File: config.mk
export PLATFORM = sky130hd
export DESIGN_NAME = fill_generator
export DESIGN_NICKNAME = d
export VERILOG_FILES = /design/src/rtl/fill_generator.sv
export SDC_FILE = /design/constraint.sdc
export NUM_CORES = 1
export LEC_CHECK = 0
export ABC_AREA = 1
export CORE_UTILIZATION = 54
export DETAILED_ROUTE_END_ITERATION = 7
export PLACE_DENSITY = 0.87
export SYNTH_ARGS = -nofsm -noshare
export SYNTH_HDL_FRONTEND = slang
export SYNTH_SLANG_ARGS = --single-unit
File: constraint.sdc
create_clock -name clk -period 6.9 [get_ports clk]
set_input_delay 1.38 -clock clk [delete_from_list [all_inputs] [get_ports clk]]
set_output_delay 1.38 -clock clk [all_outputs]
set_load 0.01 [all_outputs]
File: src/rtl/fill_generator.sv
// Exchange-side execution emulator: matches one order at a time against top-of-book
// and emits rate-limited fill slices followed by a completion pulse.
module fill_generator #(
    parameter int unsigned MAX_SLICE    = 100,
    parameter int unsigned MIN_FILL_GAP = 5,
    parameter int unsigned TIMEOUT      = 64
) (
    input  logic        clk,
    input  logic        rstn,
    input  logic        ord_valid,
    output logic        ord_ready,
    input  logic [7:0]  ord_side,
    input  logic [31:0] ord_qty,
    input  logic [31:0] ord_price,
    input  logic [31:0] best_bid,
    input  logic [31:0] bid_size,
    input  logic [31:0] best_ask,
    input  logic [31:0] ask_size,
    input  logic        book_valid,
    output logic        fill_valid,
    output logic [31:0] fill_qty,
    output logic [31:0] fill_price,
    output logic [7:0]  fill_side,
    output logic        ord_done,
    output logic [1:0]  done_status,
    output logic [31:0] done_filled_qty,
    output logic        busy
);

    typedef enum logic [1:0] {
        ST_IDLE,
        ST_CHECK,
        ST_FILL,
        ST_DONE
    } state_t;

    localparam logic [31:0] GAP_LOAD  = 32'(MIN_FILL_GAP - 2);
    localparam logic [31:0] TMO_LAST  = 32'(TIMEOUT - 1);
    localparam logic [31:0] SLICE_MAX = 32'(MAX_SLICE);

    state_t      r_state;
    logic [7:0]  r_side;
    logic [31:0] r_qty;
    logic [31:0] r_price;
    logic [31:0] r_rem;
    logic [31:0] r_filled;
    logic [31:0] r_tmo;
    logic [31:0] r_gap;
    logic        r_ord_ready;
    logic        r_fill_valid;
    logic [31:0] r_fill_qty;
    logic [31:0] r_fill_price;
    logic [7:0]  r_fill_side;
    logic        r_ord_done;
    logic [1:0]  r_done_status;
    logic [31:0] r_done_filled;

    logic        w_buy;
    logic        w_valid_side;
    logic        w_mkt;
    logic [31:0] w_top_px;
    logic [31:0] w_top_sz;
    logic [31:0] w_slice;

    always_comb begin
        w_buy        = (r_side == 8'd1);
        w_valid_side = w_buy || (r_side == 8'd2);
        w_top_px     = w_buy ? best_ask : best_bid;
        w_top_sz     = w_buy ? ask_size : bid_size;
        w_mkt        = book_valid && (w_top_sz != '0) &&
                       (w_buy ? (best_ask <= r_price) : (best_bid >= r_price));
        w_slice = r_rem;
        if (w_top_sz < w_slice) w_slice = w_top_sz;
        if (SLICE_MAX < w_slice) w_slice = SLICE_MAX;
    end

    always_ff @(posedge clk) begin
        if (!rstn) begin
            r_state       <= ST_IDLE;
            r_side        <= '0;
            r_qty         <= '0;
            r_price       <= '0;
            r_rem         <= '0;
            r_filled      <= '0;
            r_tmo         <= '0;
            r_gap         <= '0;
            r_ord_ready   <= 1'b0;
            r_fill_valid  <= 1'b0;
            r_fill_qty    <= '0;
            r_fill_price  <= '0;
            r_fill_side   <= '0;
            r_ord_done    <= 1'b0;
            r_done_status <= '0;
            r_done_filled <= '0;
        end else begin
            r_fill_valid <= 1'b0;
            r_ord_done   <= 1'b0;

            // Spacing counter runs independently of the order FSM so it spans orders.
            if (r_state == ST_FILL) begin
                r_gap <= GAP_LOAD;
            end else if (r_gap != '0) begin
                r_gap <= r_gap - 32'd1;
            end

            case (r_state)
                ST_IDLE: begin
                    if (ord_valid && r_ord_ready) begin
                        r_side      <= ord_side;
                        r_qty       <= ord_qty;
                        r_price     <= ord_price;
                        r_rem       <= ord_qty;
                        r_filled    <= '0;
                        r_tmo       <= '0;
                        r_ord_ready <= 1'b0;
                        r_state     <= ST_CHECK;
                    end else begin
                        r_ord_ready <= 1'b1;
                    end
                end
                ST_CHECK: begin
                    if (!w_valid_side || (r_qty == '0)) begin
                        r_ord_done    <= 1'b1;
                        r_done_status <= 2'd2;
                        r_done_filled <= r_filled;
                        r_state       <= ST_DONE;
                    end else if (r_rem == '0) begin
                        r_ord_done    <= 1'b1;
                        r_done_status <= 2'd0;
                        r_done_filled <= r_filled;
                        r_state       <= ST_DONE;
                    end else if (r_gap != '0) begin
                        r_state <= ST_CHECK;
                    end else if (w_mkt) begin
                        r_fill_valid <= 1'b1;
                        r_fill_qty   <= w_slice;
                        r_fill_price <= w_top_px;
                        r_fill_side  <= r_side;
                        r_rem        <= r_rem - w_slice;
                        r_filled     <= r_filled + w_slice;
                        r_tmo        <= '0;
                        r_state      <= ST_FILL;
                    end else if (r_tmo == TMO_LAST) begin
                        r_tmo         <= r_tmo + 32'd1;
                        r_ord_done    <= 1'b1;
                        r_done_status <= 2'd1;
                        r_done_filled <= r_filled;
                        r_state       <= ST_DONE;
                    end else begin
                        r_tmo <= r_tmo + 32'd1;
                    end
                end
                ST_FILL: begin
                    if (r_rem == '0) begin
                        r_ord_done    <= 1'b1;
                        r_done_status <= 2'd0;
                        r_done_filled <= r_filled;
                        r_state       <= ST_DONE;
                    end else begin
                        r_state <= ST_CHECK;
                    end
                end
                ST_DONE: begin
                    r_ord_ready <= 1'b1;
                    r_state     <= ST_IDLE;
                end
                default: r_state <= ST_IDLE;
            endcase
        end
    end

    assign ord_ready       = r_ord_ready;
    assign fill_valid      = r_fill_valid;
    assign fill_qty        = r_fill_qty;
    assign fill_price      = r_fill_price;
    assign fill_side       = r_fill_side;
    assign ord_done        = r_ord_done;
    assign done_status     = r_done_status;
    assign done_filled_qty = r_done_filled;
    assign busy            = (r_state != ST_IDLE);

endmodule

==> run_results.csv, run 1 <==
group,metric,value,unit
run_status,run_status,"complete, but fails checks",
run_status,violations,"DRC",
routing,initialDrtViolationCount,1793,
power,vdd.ir_drop.worst,0.245,mV
setup_path,worstPathRequired,7.37,ns
setup_path,timing.rr.start,"r_side[2]",
sta,fmax,156,MHz
routing,viasPerCell,5.73,
clocking,postCtsSetupRepairBufs,0,
logic_synthesis,yosys.area.top_type_share,0.329,
logic_synthesis,post_synth_design_cell_area,18900,um^2
routing,num_vias,19700,
grt,global_route.usage.total,0.327,
setup_path,worst_setup_path_startpoint,"bid_size[31]",
sta,final_critical_path_setup_slack,0.509,ns
setup_path,crit_end,"r_filled[26]",
clocking,insertion_delay,0.54,ns
setup_path,timing.reg2reg.setup_slack,0.66,ns
sta,period_share,0.926,
clocking,cts_buffer_depth,3,
final_layout,commonest_cells_after_routing_fill_and_taps_aside,"sky130_fd_sc_hd__nand2_1, sky130_fd_sc_hd__clkdlybuf4s50_1, sky130_fd_sc_hd__dfxtp_1",
setup_path,timing.critical_path.to_type,"flip-flop",
sta,hold_viol,0,
die,fp.dieW,189,um
logic_synthesis,yosys.area.top_type,"sky130_fd_sc_hd__dfxtp_1",
setup_path,reg2reg_to,"r_filled[26]",
die,ios,314,
grt,grt_antenna_before_repair,1,
logic_synthesis,synthesis.yosys.warnings,0,
final_layout,layout-area-overhead-vs-synth,26.4,%
grt,grt_pass1_wl,94.5,mm
grt,global_route.peak_usage_layer,"met2",
final_layout,num-nets-final,3323,
run,cap_violations,0,
placement,io_buffer_count,313,
die,floorplan.die_area,35700,um^2
routing,wirelength,60.7,mm
die,initial_cell_density_of_the_core,0.548,
die,chipHeight,189,um
logic_synthesis,number_of_synthesized_flops_with_an_enable_pin,0,
logic_synthesis,synth_seq_area_share,0.329,
setup_path,cp_slowest_stage_delay,0.41,ns
routing,routed_wire_length_per_instance,17.7,um
setup_path,arrival,6.87,ns
logic_synthesis,syn_area_per_cell,7.21,um^2
routing,drt_pass1_iterations,8,
routing,final_antenna_net_count,0,
grt,grt_max_degree,79,
logic_synthesis,syn_inst,2619,
grt,globalRouteMet2Util,0.544,
die,floorplan_core_area,34500,um^2
grt,groute.layer.met3.usage,0.0651,
setup_path,slowest_stage,"sky130_fd_sc_hd__clkdlybuf4s50_1",
logic_synthesis,synth.ff_latch_count,311,
clocking,clk_transition_reported_paths,0.06,ns
grt,grt_use_met1,0.409,
logic_synthesis,number_of_unique_standard_cell_types_used_by_synthesis,55,
final_layout,commonest_non_fill_non_tap_cell_in_the_layout,"sky130_fd_sc_hd__nand2_1",
placement,pre_cts_slack,-0.0274,ns
sta,setup_violations,0,
worst_hold_path,min-delay-path-class,"reg2reg",
final_layout,final_layout_size_suffix_gt1_frac,0.0560,
sta,worst_slew_margin_rel,0.312,
logic_synthesis,synth-main-ff-cell,"sky130_fd_sc_hd__dfxtp_1",
clocking,clock-root-buffer,"sky130_fd_sc_hd__clkbuf_16",
clocking,cts-buffers-inserted,36,
placement,placed_wire_length_estimate,45.5,mm
placement,gp_routability_congestion,1.00,
die,row_count,68,
sta,fin_crit,6.39,ns
power,cellLeakagePower,10.2,nW
setup_path,number_of_cells_on_the_worst_reg_to_reg_path,46,
setup_path,timing.setup.critical_path_class,"in2reg",
setup_path,timing.critical_path.mode_cell,"sky130_fd_sc_hd__nand2_1",
clocking,clock_sink_count,311,
sta,skew,0.0111,ns
setup_path,crit_path_start_kind,"input port",
sta,worst_slew_pin_slew,1.03,ns
grt,gr_overflow_total,0,
logic_synthesis,async_reset_ff_frac,0,
power,power.density,348,nW/um^2
sta,grt_setup_unrepaired,"false",
clocking,cts_max_level,2,
routing,number_of_drc_violations_after_detailed_routing,1,
grt,grt_pass1_vias,18400,
logic_synthesis,synthTopCellsByArea,"sky130_fd_sc_hd__dfxtp_1, sky130_fd_sc_hd__ha_1, sky130_fd_sc_hd__nand2_1",
sta,final_max_slew_violation_count,0,
sta,fin_tns_setup,0,ns
clocking,tritoncts,"yes",
setup_path,maximum_fanout_count_along_the_critical_path,15,
power,total_power,0.00832,W
[worst min path at each step]
stage	start	end	slack, ns	cells past startpoint
final	r_side[4]	r_side[4]	0.45	2
after global routing	r_side[4]	r_side[4]	0.47	2
after CTS	r_side[4]	r_side[4]	0.45	2
after detailed placement	r_side[4]	r_side[4]	0.44	2
after global placement	r_side[7]	r_side[7]	0.43	2
after floorplan	r_side[7]	r_side[7]	0.42	2
[through the flow]
stage          cell area, um^2  utilization  cells  hold slack, ns
6_report                 23900        0.693   3437           0.451
3_5_place_dp             22600        0.656   3370           0.443
3_3_place_gp             22600        0.656   3370           0.431
4_1_cts                  23900        0.693   3436           0.451
2_1_floorplan            19100            -   2665           0.423
5_1_grt                  23900        0.693   3437           0.471
[cell families (layout without fill, tap and decap cells)]
| kind of cell | after synthesis | after routing | share of synthesized area |
|---|---|---|---|
| buf+inv | 368 | 684 | 0.0788 |
| other cells | 2 | 49 | 0.000397 |
| fa+ha+maj | 166 | 166 | 0.111 |
| mux | 34 | 34 | 0.0180 |
| xor+xnor | 62 | 62 | 0.0287 |
| compound gates | 657 | 657 | 0.188 |
| simple gates | 1019 | 1019 | 0.246 |
| flops | 311 | 311 | 0.329 |
[sequential cells by signal, indices dropped and copies added (netlist names), 8 cells and up]
name and count:
r_filled 32, done_filled_qty 32, r_qty 32, fill_side 8, r_gap 32, fill_qty 32
r_rem 32, r_price 32, r_side 8, fill_price 32, r_tmo 32
[critical path: cells and delay by family]
family	cells	cell delay (ns)
adder cells (fa/ha/maj)	3	0.85
buffers and inverters	6	0.94
AO/OA/AOI/OAI	6	0.86
AND/OR/NAND/NOR	27	2.83
[routing by layer]
metal	wire length [um]	up-vias	part of all wire
li1	-	9571	-
met5	0	-	0
met1	25200	9125	0.42
met2	27800	830	0.46
met3	5000	160	0.082
met4	2680	0	0.044
[synthesized netlist by cell type (3+ instances only)]
cell type,n
sky130_fd_sc_hd__a211oi_1,10
sky130_fd_sc_hd__a21boi_0,5
sky130_fd_sc_hd__a21o_1,7
sky130_fd_sc_hd__a21oi_1,296
sky130_fd_sc_hd__a21oi_2,3
sky130_fd_sc_hd__a221oi_1,4
sky130_fd_sc_hd__a31oi_1,24
sky130_fd_sc_hd__and2_1,3
sky130_fd_sc_hd__buf_1,5
sky130_fd_sc_hd__buf_2,23
sky130_fd_sc_hd__buf_4,9
sky130_fd_sc_hd__buf_6,6
sky130_fd_sc_hd__clkbuf_1,62
sky130_fd_sc_hd__dfxtp_1,311
sky130_fd_sc_hd__ha_1,164
sky130_fd_sc_hd__inv_1,248
sky130_fd_sc_hd__inv_2,14
sky130_fd_sc_hd__mux2i_1,34
sky130_fd_sc_hd__nand2_1,498
sky130_fd_sc_hd__nand2_2,6
sky130_fd_sc_hd__nand3_1,101
sky130_fd_sc_hd__nand3b_1,12
sky130_fd_sc_hd__nand4_1,44
sky130_fd_sc_hd__nand4_2,3
sky130_fd_sc_hd__nor2_1,195
sky130_fd_sc_hd__nor2_4,11
sky130_fd_sc_hd__nor3_1,46
sky130_fd_sc_hd__nor3b_1,35
sky130_fd_sc_hd__nor4_1,41
sky130_fd_sc_hd__o211ai_1,4
sky130_fd_sc_hd__o21a_1,15
sky130_fd_sc_hd__o21ai_0,175
sky130_fd_sc_hd__o21ai_1,58
sky130_fd_sc_hd__o21bai_1,3
sky130_fd_sc_hd__o221ai_1,5
sky130_fd_sc_hd__o22ai_1,39
sky130_fd_sc_hd__o31ai_1,3
sky130_fd_sc_hd__or2_2,12
sky130_fd_sc_hd__xnor2_1,31
sky130_fd_sc_hd__xor2_1,31
[timing repair]
item                                   CTS  global route
endpoints found under the hold margin    0             0
setup endpoints to repair                0            13
hold buffers                             0             0
resized for setup                        0             6
[where the power goes]
part           total [W]  internal (W)  switching [W]  leakage, nW
clock            0.00204       0.00125       0.000792        0.614
sequential       0.00237       0.00211       0.000261         2.53
combinational    0.00391       0.00144        0.00247         7.11
[area by class of cell]
type / count / area, um^2
Inverter: 263 / 988
Timing Repair Buffer: 355 / 3460
Clock inverter: 15 / 215
Antenna cell: 1 / 2.50
Multi-Input combinational cell: 1986 / 11400
Fill cell: 2743 / 10600
Tap cell: 455 / 569
Sequential cell: 311 / 6230
Clock buffer: 51 / 1050
Note: power is estimated with default switching activity, not from simulation.
==> run 2, diff against run 1 <==
- CORE_ASPECT_RATIO: default -> 0.6
==> run 2 against run 1 <==
Against the previous run:
- critical path type unchanged
- via count rose by 1.4%
- non-clock buffer count increased by 4
- power down 1.4%
- critical path depth is 6 lower
- clock power down 13%
- largest cell class unchanged
- the flow now finishes without violations
- register-to-register slack worse by 0.03 ns
- clock-buffer cell count decreased by 15
- highest routed layer is now met5
- utilization is 0.31 points higher
==> run_results.csv, run 2 (synthesized netlist as in run 1, its figures left out) <==
group,metric,value,unit
power,switching_share,0.446,
sta,hold_viol,0,
power,seq_power_share,0.292,
setup_path,reg2reg_to,"r_rem[21]",
setup_path,slowest_stage,"sky130_fd_sc_hd__clkdlybuf4s50_1",
power,switching_power,0.00366,W
clocking,cts-buffers-inserted,30,
sta,worst_slew_margin_rel,0.275,
clocking,tritoncts,"yes",
setup_path,maximum_fanout_count_along_the_critical_path,19,
power,power.density,346,nW/um^2
worst_hold_path,min-delay-path-class,"reg2reg",
sta,final_max_slew_violation_count,0,
placement,io_buffer_count,313,
sta,fmax,155,MHz
setup_path,timing.critical_path.mode_cell,"sky130_fd_sc_hd__nand2_1",
placement,pre_cts_slack,-0.146,ns
grt,grt_antenna_before_repair,1,
power,power.share.combinational,0.492,
power,clockPowerShare,0.216,
setup_path,timing.reg2reg.setup_slack,0.63,ns
grt,global_route.usage.total,0.345,
sta,final_critical_path_setup_slack,0.452,ns
final_layout,layout.core_utilization,0.696,
routing,wl_met3,6.93,mm
sta,grt_setup_unrepaired,"false",
grt,grt_pass1_wl,99.7,mm
power,cellLeakagePower,10.2,nW
routing,met1_length,28.9,mm
clocking,clock-root-buffer,"sky130_fd_sc_hd__clkbuf_16",
routing,initialDrtViolationCount,2162,
run_status,run_status,"finished clean",
placement,gp_routability_congestion,1.07,
setup_path,timing.critical_path.to_type,"flip-flop",
routing,routed.top_layer,"met5",
grt,gr_overflow_total,0,
grt,grt_max_degree,93,
routing,viasPerCell,5.81,
clocking,cts_buffer_depth,3,
setup_path,crit_end,"r_rem[21]",
setup_path,worst_setup_path_startpoint,"ask_size[9]",
power,vdd.ir_drop.worst,0.268,mV
run,cap_violations,0,
die,ios,314,
routing,met2_wirelength,26.4,mm
setup_path,number_of_cells_on_the_worst_reg_to_reg_path,40,
die,floorplan_core_area,34100,um^2
clocking,cts_max_level,1,
die,chipHeight,147,um
routing,number_of_drc_violations_after_detailed_routing,0,
clocking,clk_transition_reported_paths,0.07,ns
worst_hold_path,holdPathStages,2,
die,initial_cell_density_of_the_core,0.554,
sta,period_share,0.935,
clocking,postCtsSetupRepairBufs,0,
placement,placed_wire_length_estimate,49.0,mm
die,floorplan.die_area,35800,um^2
routing,routed_wire_length_per_instance,18.6,um
setup_path,timing.setup.critical_path_class,"in2reg",
sta,setup_violations,0,
clocking,cts_hold_repair.buffers,0,
routing,final_antenna_net_count,0,
grt,grt_pass1_vias,18500,
sta,worst_slew_pin_slew,1.08,ns
clocking,insertion_delay,0.59,ns
setup_path,arrival,6.96,ns
final_layout,commonest_non_fill_non_tap_cell_in_the_layout,"sky130_fd_sc_hd__nand2_1",
die,row_count,52,
routing,drt_pass1_iterations,6,
power,cellInternalPower,0.00454,W
routing,num_vias,20000,
final_layout,layout-area-overhead-vs-synth,25.6,%
setup_path,timing.rr.start,"r_side[2]",
final_layout,fillers,2776,
final_layout,num-nets-final,3321,
sta,fin_crit,6.45,ns
sta,skew,0.0176,ns
die,fp.dieW,243,um
setup_path,worstPathRequired,7.41,ns
final_layout,commonest_cells_after_routing_fill_and_taps_aside,"sky130_fd_sc_hd__nand2_1, sky130_fd_sc_hd__clkdlybuf4s50_1, sky130_fd_sc_hd__dfxtp_1",
setup_path,cp_slowest_stage_delay,0.47,ns
setup_path,crit_path_start_kind,"input port",
routing,wirelength,64.0,mm
clocking,clock_sink_count,311,
final_layout,final_layout_size_suffix_gt1_frac,0.0572,
==> run 2: worst min-delay path by stage <==
stage,endpoint,slack (ns),start
floorplan,r_side[7],0.42,r_side[7]
global placement,r_side[7],0.43,r_side[7]
detailed placement,r_side[7],0.44,r_side[7]
CTS,r_side[7],0.45,r_side[7]
global route,r_side[5],0.48,r_side[5]
finish,r_side[7],0.45,r_side[7]
==> run 2: routing by layer <==
metal / GRT usage / vias up
met1: 0.494 / 9228
met4: 0.0916 / 2
li1: - / 9563
met5: 0.0241 / -
met3: 0.0820 / 120
met2: 0.513 / 1041
==> run 2: stage by stage <==
step	hold WS (ns)	total power [W]	instance area [um^2]	setup TNS, ns	std cells
6_report	0.448	0.00821	23700	0	3434
5_1_grt	0.476	0.00872	23700	0	3434
4_1_cts	0.447	0.00807	23700	0	3433
3_5_place_dp	0.437	0.00629	22700	-0.437	3378
3_3_place_gp	0.432	0.00617	22700	0	3378
2_1_floorplan	0.423	0.00503	19100	0	2665
==> run 2: critical path, delay by kind of cell <==
family                   cells  cell delay (ns)
AO/OA/AOI/OAI               11             1.90
XOR/XNOR                     1             0.15
adder cells (fa/ha/maj)      2             0.52
buffers and inverters        5             1.15
AND/OR/NAND/NOR             17             1.80
==> run 2: power groups by stage <==
stage / Combinational [W] / Clock [W] / Sequential [W]
after floorplan: 0.00268 / 0 / 0.00235
after global placement: 0.00377 / 0 / 0.00240
after global routing: 0.00445 / 0.00185 / 0.00242
final: 0.00404 / 0.00177 / 0.00240
after detailed placement: 0.00388 / 0 / 0.00241
after CTS: 0.00392 / 0.00178 / 0.00238
==> run 2: area by class of cell <==
class | instances | area, um^2 | area share
Antenna cell | 1 | 2.50 | 0.000105
Clock buffer | 36 | 793 | 0.0334
Clock inverter | 19 | 239 | 0.0101
Inverter | 263 | 990 | 0.0417
Multi-Input combinational cell | 1986 | 11400 | 0.480
Sequential cell | 311 | 6230 | 0.262
Tap cell | 459 | 574 | 0.0242
Timing Repair Buffer | 359 | 3510 | 0.148
==> run 2: timing repair <==
| action | CTS | global route |
|---|---|---|
| endpoints found under the hold margin | 0 | 0 |
| resized for setup | 0 | 13 |
| setup endpoints to repair | 0 | 16 |
